<file path="src/rtl/adsr_pkg.sv">
// ADSR envelope shared definitions: FSM state codes and Q2.30 amplitude constants.
// Latency: n/a (package only).
// Backpressure: n/a; the envelope advances only on the shared sample tick.
package adsr_pkg;

  // Legacy-compatible state encoding, kept as plain constants.
  localparam logic [2:0] IDLE    = 3'd0;
  localparam logic [2:0] ATTACK  = 3'd1;
  localparam logic [2:0] DECAY   = 3'd2;
  localparam logic [2:0] SUSTAIN = 3'd3;
  localparam logic [2:0] RELEASE = 3'd4;

  // Q2.30 full scale (1.0) and silence.
  localparam logic [31:0] ENV_MAX  = 32'h4000_0000;
  localparam logic [31:0] ENV_ZERO = 32'h0000_0000;

  // Sustain levels above full scale are pinned to full scale.
  function automatic logic [31:0] clamp_level(input logic [31:0] lvl);
    return (lvl > ENV_MAX) ? ENV_MAX : lvl;
  endfunction

endpackage

</file>
<file path="src/rtl/adsr.sv">
// ADSR envelope generator feeding the DDFS amplitude input (Q2.14 out, Q2.30 internal).
// Latency: o_env updates on the clock edge that samples i_en (1 cycle); o_done 1 cycle after RELEASE ends.
// Backpressure: none; steps only on i_en, priority i_start > i_stop > i_en.
//
// Ports:
//   i_clk, i_reset_n      clock, async active-low reset
//   i_en                  sample tick shared with the DDFS
//   i_start / i_stop      one-cycle key-on / key-off pulses
//   i_*_step, i_sustain_* Q2.30 slopes, sustain level, sustain length in ticks
//   o_env                 Q2.14 envelope (upper bits of the accumulator)
//   o_busy                state != IDLE
//   o_done                one-cycle pulse after RELEASE reaches zero
module adsr
  import adsr_pkg::*;
#(
  parameter int ENV_WIDTH = 32,
  parameter int OUT_WIDTH = 16
) (
  input  logic                 i_clk,
  input  logic                 i_reset_n,
  input  logic                 i_en,
  input  logic                 i_start,
  input  logic                 i_stop,
  input  logic [ENV_WIDTH-1:0] i_attack_step,
  input  logic [ENV_WIDTH-1:0] i_decay_step,
  input  logic [ENV_WIDTH-1:0] i_sustain_level,
  input  logic [ENV_WIDTH-1:0] i_sustain_time,
  input  logic [ENV_WIDTH-1:0] i_release_step,
  output logic [OUT_WIDTH-1:0] o_env,
  output logic                 o_busy,
  output logic                 o_done
);

  localparam logic [ENV_WIDTH-1:0] LVL_ONE  = ENV_WIDTH'(ENV_MAX);
  localparam logic [ENV_WIDTH-1:0] LVL_ZERO = ENV_WIDTH'(ENV_ZERO);

  logic [2:0]           state;
  logic [2:0]           state_nxt;
  logic [ENV_WIDTH-1:0] env_reg;
  logic [ENV_WIDTH-1:0] env_nxt;
  logic [ENV_WIDTH-1:0] cnt_reg;
  logic [ENV_WIDTH-1:0] cnt_nxt;
  logic                 done_nxt;

  // One extra bit on every sum so a wrap can never look like a small value.
  logic [ENV_WIDTH-1:0] sus_lvl;
  logic [ENV_WIDTH:0]   att_sum;
  logic [ENV_WIDTH:0]   dec_floor;
  logic [ENV_WIDTH:0]   cnt_inc;

  assign sus_lvl   = ENV_WIDTH'(clamp_level(32'(i_sustain_level)));
  assign att_sum   = {1'b0, env_reg} + {1'b0, i_attack_step};
  assign dec_floor = {1'b0, sus_lvl} + {1'b0, i_decay_step};
  assign cnt_inc   = {1'b0, cnt_reg} + {{ENV_WIDTH{1'b0}}, 1'b1};

  always_comb begin
    state_nxt = state;
    env_nxt   = env_reg;
    cnt_nxt   = cnt_reg;
    done_nxt  = 1'b0;
    if (i_start) begin
      // Retrigger from the current level so there is no audible jump.
      state_nxt = ATTACK;
      cnt_nxt   = '0;
    end else if (i_stop) begin
      if (state == ATTACK || state == DECAY || state == SUSTAIN) begin
        state_nxt = RELEASE;
      end
    end else if (i_en) begin
      case (state)
        ATTACK: begin
          if (i_attack_step == '0 || att_sum >= {1'b0, LVL_ONE}) begin
            env_nxt   = LVL_ONE;
            state_nxt = DECAY;
          end else begin
            env_nxt = att_sum[ENV_WIDTH-1:0];
          end
        end
        DECAY: begin
          if (i_decay_step == '0 || {1'b0, env_reg} <= dec_floor) begin
            env_nxt   = sus_lvl;
            cnt_nxt   = '0;
            state_nxt = SUSTAIN;
          end else begin
            env_nxt = env_reg - i_decay_step;
          end
        end
        SUSTAIN: begin
          // A sustain time of 0 still spends one tick here.
          if (cnt_inc >= {1'b0, i_sustain_time}) begin
            state_nxt = RELEASE;
          end else begin
            cnt_nxt = cnt_inc[ENV_WIDTH-1:0];
          end
        end
        RELEASE: begin
          if (i_release_step == '0 || env_reg <= i_release_step) begin
            env_nxt   = LVL_ZERO;
            state_nxt = IDLE;
            done_nxt  = 1'b1;
          end else begin
            env_nxt = env_reg - i_release_step;
          end
        end
        default: begin
          state_nxt = IDLE;
          env_nxt   = LVL_ZERO;
        end
      endcase
    end
  end

  always_ff @(posedge i_clk or negedge i_reset_n) begin
    if (!i_reset_n) begin
      state   <= IDLE;
      env_reg <= LVL_ZERO;
      cnt_reg <= '0;
      o_done  <= 1'b0;
    end else begin
      state   <= state_nxt;
      env_reg <= env_nxt;
      cnt_reg <= cnt_nxt;
      o_done  <= done_nxt;
    end
  end

  assign o_env  = env_reg[ENV_WIDTH-1 -: OUT_WIDTH];
  assign o_busy = (state != IDLE);

endmodule

</file>
<file path="config.mk">
export PLATFORM = sky130hd
export DESIGN_NAME = adsr
export DESIGN_NICKNAME = d
export VERILOG_FILES = /design/src/rtl/adsr_pkg.sv /design/src/rtl/adsr.sv
export SDC_FILE = /design/constraint.sdc
export NUM_CORES = 1
export LEC_CHECK = 0
export CELL_PAD_IN_SITES_DETAIL_PLACEMENT = 1
export CELL_PAD_IN_SITES_GLOBAL_PLACEMENT = 1
export CORE_ASPECT_RATIO = 1.5
export CORE_MARGIN = 3
export CORE_UTILIZATION = 30
export CTS_CLUSTER_SIZE = 30
export DETAILED_ROUTE_END_ITERATION = 7
export DONT_BUFFER_PORTS = 1
export PLACE_DENSITY_LB_ADDON = 0.1
export SETUP_SLACK_MARGIN = 0.5
export SLEW_MARGIN = 20
export SYNTH_ARGS = -nofsm -noshare
export SYNTH_HDL_FRONTEND = slang
export SYNTH_SLANG_ARGS = --single-unit
</file>
<file path="constraint.sdc">
create_clock -name i_clk -period 6.2 [get_ports i_clk]
set_input_delay 1.24 -clock i_clk [delete_from_list [all_inputs] [get_ports i_clk]]
set_output_delay 1.24 -clock i_clk [all_outputs]
set_load 0.005 [all_outputs]
</file>
* Yosys cells after proc, flatten, opt, wreduce, memory -nomap -nowiden
Index checks and enable logic that the tools add are counted.
** Operators by class
- Add/subtract/negate cells :: 5
- $lt $le $gt $ge :: 5
- Eq/ne operators :: 12
- Mux-type cells :: 25
- Bitwise logic cells :: 3
- Reduce and logical (&&, ||, !) cells :: 15
** Operators by type and width (number)
- $mux 32 :: 9
- $pmux 32 s4 :: 1
- $logic_not 32->1 :: 3
- $add 32x32->33 :: 2
- $pmux 32 s2 :: 1
- $sub 32x32->32 :: 2
- $add 32x1->33 const B :: 1
- $ge 33x31->1 const B :: 1
- $ge 33x32->1 :: 1
- $le 32x33->1 :: 1
- $gt 32x31->1 const B :: 1
- $le 32x32->1 :: 1
- $mux 3 :: 8
- $ne 4x3->1 const B :: 3
- $pmux 3 s4 :: 1
- $reduce_bool 3->1 :: 3
- $eq 3x2->1 const B :: 2
- $ne 3x2->1 const B :: 2
- $reduce_and 6->1 :: 1
- $logic_or 1x1->1 :: 5
- $mux 1 :: 5
- $reduce_and 5->1 :: 1
- $ne 4x4->1 const B :: 1
- $reduce_and 4->1 :: 1
- other kinds (6) :: 8
** Storage, ports and cells
- Bits in registers :: 68
- Input port bits :: 165

* Logic depth before layout (Yosys ltp)
- Depth in word-level cells :: 10
- Gate-level depth with buffers :: 28
- Depth with buffers taken out :: 25

* Worst setup path before layout
No wires, ideal clock.
- Path kind :: input-to-reg
- Start :: input i_sustain_level[31]
- End :: register state[0]
- Setup time :: 0.125 ns
- Arrival time :: 6.958 ns
- Data required time :: 6.075 ns
- Slack :: -0.883 ns
- Cell stages on the path :: 24
- Path buffers :: 1
- Cell sequence :: nor4b_1 -> nand4_1 -> o21ai_0 -> clkbuf_1 -> and2_1 -> ha_1 -> a21o_1 -> a21o_1 -> a21o_1 -> a221oi_1 -> a21boi_1 -> o21ai_1 -> a211o_1 -> a311oi_1 -> xnor2_1 -> ha_1 -> a211oi_1 -> nand2_1 -> or3_1 -> a2111oi_4 -> nor3_2 -> a2111o_1 -> o221a_1 -> mux2_4
** Between the ends
- Word-level cells in the longest chain between the ends :: 7
** Ends and longest elaborated chain
- start, declared :: line adsr.sv:26 : input logic [ENV_WIDTH-1:0] i_sustain_level,
- $gt 32x31->1 :: line adsr_pkg.sv:19 : return (lvl > ENV_MAX) ? ENV_MAX : lvl;
- $mux 32 (*) :: line adsr_pkg.sv:19
- $add 32x32->33 (*) :: line adsr.sv:53 : assign dec_floor = {1'b0, sus_lvl} + {1'b0, i_decay_step};
- $le 32x33->1 (*) :: line adsr.sv:80 : if (i_decay_step == '0 || {1'b0, env_reg} <= dec_floor) begin
- $logic_or 1x1->1 (*) :: line adsr.sv:80
- $ne 4x3->1 (no source line) (*)
- $reduce_and 6->1 (no source line) (*)
- end signal, assigned :: line adsr.sv:120 : state <= state_nxt;
- end, declared :: line adsr.sv:37 : logic [2:0] state;
Every way passes the cells marked *; elsewhere a longest branch is shown, timed or not.
A chain may end at the register's enable or synchronous reset.

* Worst setup path in the final report
- Start :: input i_sustain_level[23]
- End :: register env_reg[14]
** Between the ends
- Word-level cells in the longest chain between the ends :: 7
** Ends and longest elaborated chain
- $gt 32x31->1 :: line adsr_pkg.sv:19
- $mux 32 (*) :: line adsr_pkg.sv:19
- $add 32x32->33 :: line adsr.sv:53
- $le 32x33->1 :: line adsr.sv:80
- $logic_or 1x1->1 :: line adsr.sv:80
- $mux 32 (*) :: line adsr.sv:80
- $pmux 32 s4 (*) :: line adsr.sv:70 : case (state)
- end signal, assigned :: line adsr.sv:121 : env_reg <= env_nxt;
- end, declared :: line adsr.sv:39 : logic [ENV_WIDTH-1:0] env_reg;
Marked as above.

==> results.json <==
{
  "power.density_mw_per_mm2": 144.4,
  "relSlewSlack_pct": 27.90,
  "cts_hold_buf": 0,
  "grt_pass1_vias": 15060,
  "path_clk_slew_ns": 0.06,
  "rsz0062_at_grt": "yes",
  "gr-total-overflow": 0,
  "status": "finished, violations left",
  "wl_per_cell_um": 25.12,
  "area_growth_syn_to_layout_pct": 26.75,
  "vias_per_cell": 5.736,
  "syn-instance-count": 1730,
  "hold_path_depth": 2,
  "synth_nets": 2091,
  "violations": "setup timing",
  "routed_wl_um": 61160,
  "gp_congestion": 0.9315,
  "critPathMaxFanout": 7,
  "yosysMostFrequentCell": "ha_1",
  "synth_edf_count": 0,
  "worstSetupEndpointType": "flip-flop",
  "netlist.area_leader.share_pct": 18.54,
  "syn_area_mm2": 0.01296,
  "die_area_mm2": 0.04578,
  "io_buffers": 0,
  "irDropWorstVdd_uv": 146.7,
  "ys_types": 83,
  "clockBufferDepth": 2,
  "yosys-top-cells-count": "192 x ha_1, 154 x a21oi_1, 138 x inv_1",
  "h-tree-depth": 3,
  "grt_max_degree": 69,
  "first_pass_iters": 5,
  "finalSetupTns_ns": -33.97,
  "r2r_slack_ns": 0.67,
  "final.fill_count": 5149,
  "clock_sinks": 68,
  "fp.dieH_um": 260.6,
  "worst_skew_pair.late_latency_ns": 0.36,
  "criticalPathCategory": "in2reg",
  "synth_seq_cells": 68,
  "ys_seq_area_share_pct": 13.13,
  "syn_area_per_cell_um2": 7.491,
  "fmax_mhz": 146.9,
  "num_rows": 92,
  "ys_warn_count": 0,
  "hold_path_class": "reg2reg",
  "final_max_slew_viol_count": 0,
  "p_leak_nw": 7.781,
  "cts-root-buf": "clkbuf_16",
  "drv_cap": 0,
  "first_iter_violations": 583,
  "synth_ff_type": "dfrtp_1",
  "setup_viol": 67,
  "core_mm2": 0.04236,
  "period_share_pct": 109.8,
  "dpl_worst_slack_ns": -1.136,
  "die_w_um": 175.7,
  "initial_core_util_pct": 30.59,
  "start_kind": "input port",
  "grt_first_pass_wirelength_um": 90210,
  "yosysTopAreaCell": "ha_1",
  "p_total_mw": 2.371,
  "numCtsBuffers": 9,
  "final_net_count": 2226,
  "antenna_found_initial": 0,
  "skew_ns": 0.01463,
  "vias": 13970,
  "cts_tree": "yes",
  "fin_crit_ns": 6.806,
  "ys_async_sr_fraction_pct": 100.0,
  "groute.usage.overall_pct": 25.95,
  "drive_above_1_share_pct": 20.21,
  "synth.area.top_cells": "ha_1 19%, dfrtp_1 13%, a21oi_1 5.9%",
  "post-route-drc-count": 0,
  "place_hpwl_um": 51260,
  "ant_nets": 0,
  "setup_slack_ns": -0.6058,
  "worst_pin_slew_ns": 1.078,
  "worstPathRequired_ns": 6.40,
  "timing.hold.ws_ns": 0.5308,
  "reg2reg_depth": 19,
  "io_pins": 183,
  "cp.arrival_ns": 7.01,
  "hold_violations": 0
}
## power breakdown
part / total [mW] / switching (mW) / internal [mW]
registers: 0.556 / 0.0919 / 0.464
clock network: 0.544 / 0.232 / 0.312
logic: 1.27 / 0.722 / 0.549
## area by class of cell
class	count	area (µm²)	area share [%]
clock inverter	6	63.81	0.3885
timing repair buffer	194	1798	10.95
multi-input combinational	1454	11410	69.45
sequential	68	1702	10.36
inverter	138	518.0	3.153
antenna	1	2.502	0.01523
clock buffer	10	229.0	1.394
tap	564	705.7	4.296
## final timing paths
| path | from | to |
|---|---|---|
| worst max register to register | cnt_reg[2] | state[1] |
| max in group asynchronous | i_reset_n | env_reg[10] |
| worst min register to register | env_reg[0] | env_reg[0] |
| worst min-delay path | env_reg[0] | env_reg[0] |
| min in group asynchronous | i_reset_n | cnt_reg[6] |
| worst max-delay path | i_sustain_level[23] | env_reg[14] |
## critical path: stages
cell and delay (ns):
nor4_4 0.25, nand4_1 0.30, o21ai_2 0.29, buf_6 0.17, buf_4 0.11, and2_4 0.18
ha_4 0.22, a21o_1 0.17, a21o_1 0.20, a221oi_2 0.26, a21boi_4 0.27, o21ai_4 0.09
a211o_1 0.30, a311oi_2 0.25, xnor2_1 0.10, ha_1 0.38, buf_6 0.15, buf_6 0.10
nand4_1 0.08, nor2_1 0.05, a311o_1 0.36, a2111o_1 0.51, nor2_4 0.21, buf_12 0.13
buf_16 0.12, mux2i_1 0.18, a2bb2oi_1 0.21, o221ai_1 0.13
## what timing repair did
item | 4_1_cts | 5_1_grt
gates resized for setup | 132 | 82
setup endpoints to repair | 67 | 67
buffers inserted | 25 | 16
gates cloned | 6 | 0
pin swaps | 67 | 49
## cells in the final DEF (no fill, tap or decap), types with 10 or more instances in the layout
| cell type | instances |
|---|---|
| nand4_1 | 36 |
| nand3_2 | 14 |
| or3_1 | 10 |
| o211ai_1 | 26 |
| nor2b_1 | 14 |
| a21oi_1 | 138 |
| a211oi_1 | 15 |
| mux2i_1 | 10 |
| nand2_1 | 122 |
| o21ai_0 | 61 |
| xor2_1 | 50 |
| nand2b_1 | 39 |
| and2_1 | 28 |
| nor4_1 | 31 |
| o21ai_1 | 17 |
| nand3_1 | 56 |
| o21a_1 | 15 |
| nor3_1 | 19 |
| ha_1 | 184 |
| xnor2_1 | 86 |
| buf_6 | 33 |
| a31oi_1 | 14 |
| buf_4 | 144 |
| and3_1 | 21 |
| a21o_1 | 73 |
| o221ai_1 | 11 |
| a21oi_2 | 12 |
| o21bai_1 | 12 |
| o21ai_2 | 30 |
| inv_1 | 138 |
| and2_4 | 13 |
| nor2_1 | 87 |
| dfrtp_1 | 68 |
## logic make-up after synthesis
| logic type | Yosys count | share of synthesized area [%] |
|---|---|---|
| adders and majority gates | 196 | 19.15 |
| AOI/OAI and AO/OA | 551 | 28.49 |
| DFF | 68 | 13.13 |
| xor gates and xnor gates | 137 | 9.259 |
| other | 1 | 0.02894 |
| muxes | 17 | 1.400 |
| buffers and inverters | 209 | 6.652 |
| and+or+nand+nor | 551 | 21.89 |
## stage by stage
step,utilization (%),cell area [µm²],cells
floorplan,-,13240,1730
global placement,34.69,14690,2371
detailed placement,34.70,14700,2371
CTS,37.56,15910,2418
global route,38.77,16420,2434
finish,38.78,16430,2435
## per-layer routing
| metal | global-route usage [%] | routed length, µm | vias to the layer above |
|---|---|---|---|
| li1 | - | - | 6678 |
| met1 | 26.32 | 22170 | 6868 |
| met2 | 51.87 | 34040 | 323 |
| met3 | 2.780 | 1999 | 99 |
| met4 | 12.39 | 2954 | 0 |
| met5 | 0 | 0 | - |
Power figures use the tool's default switching activity.
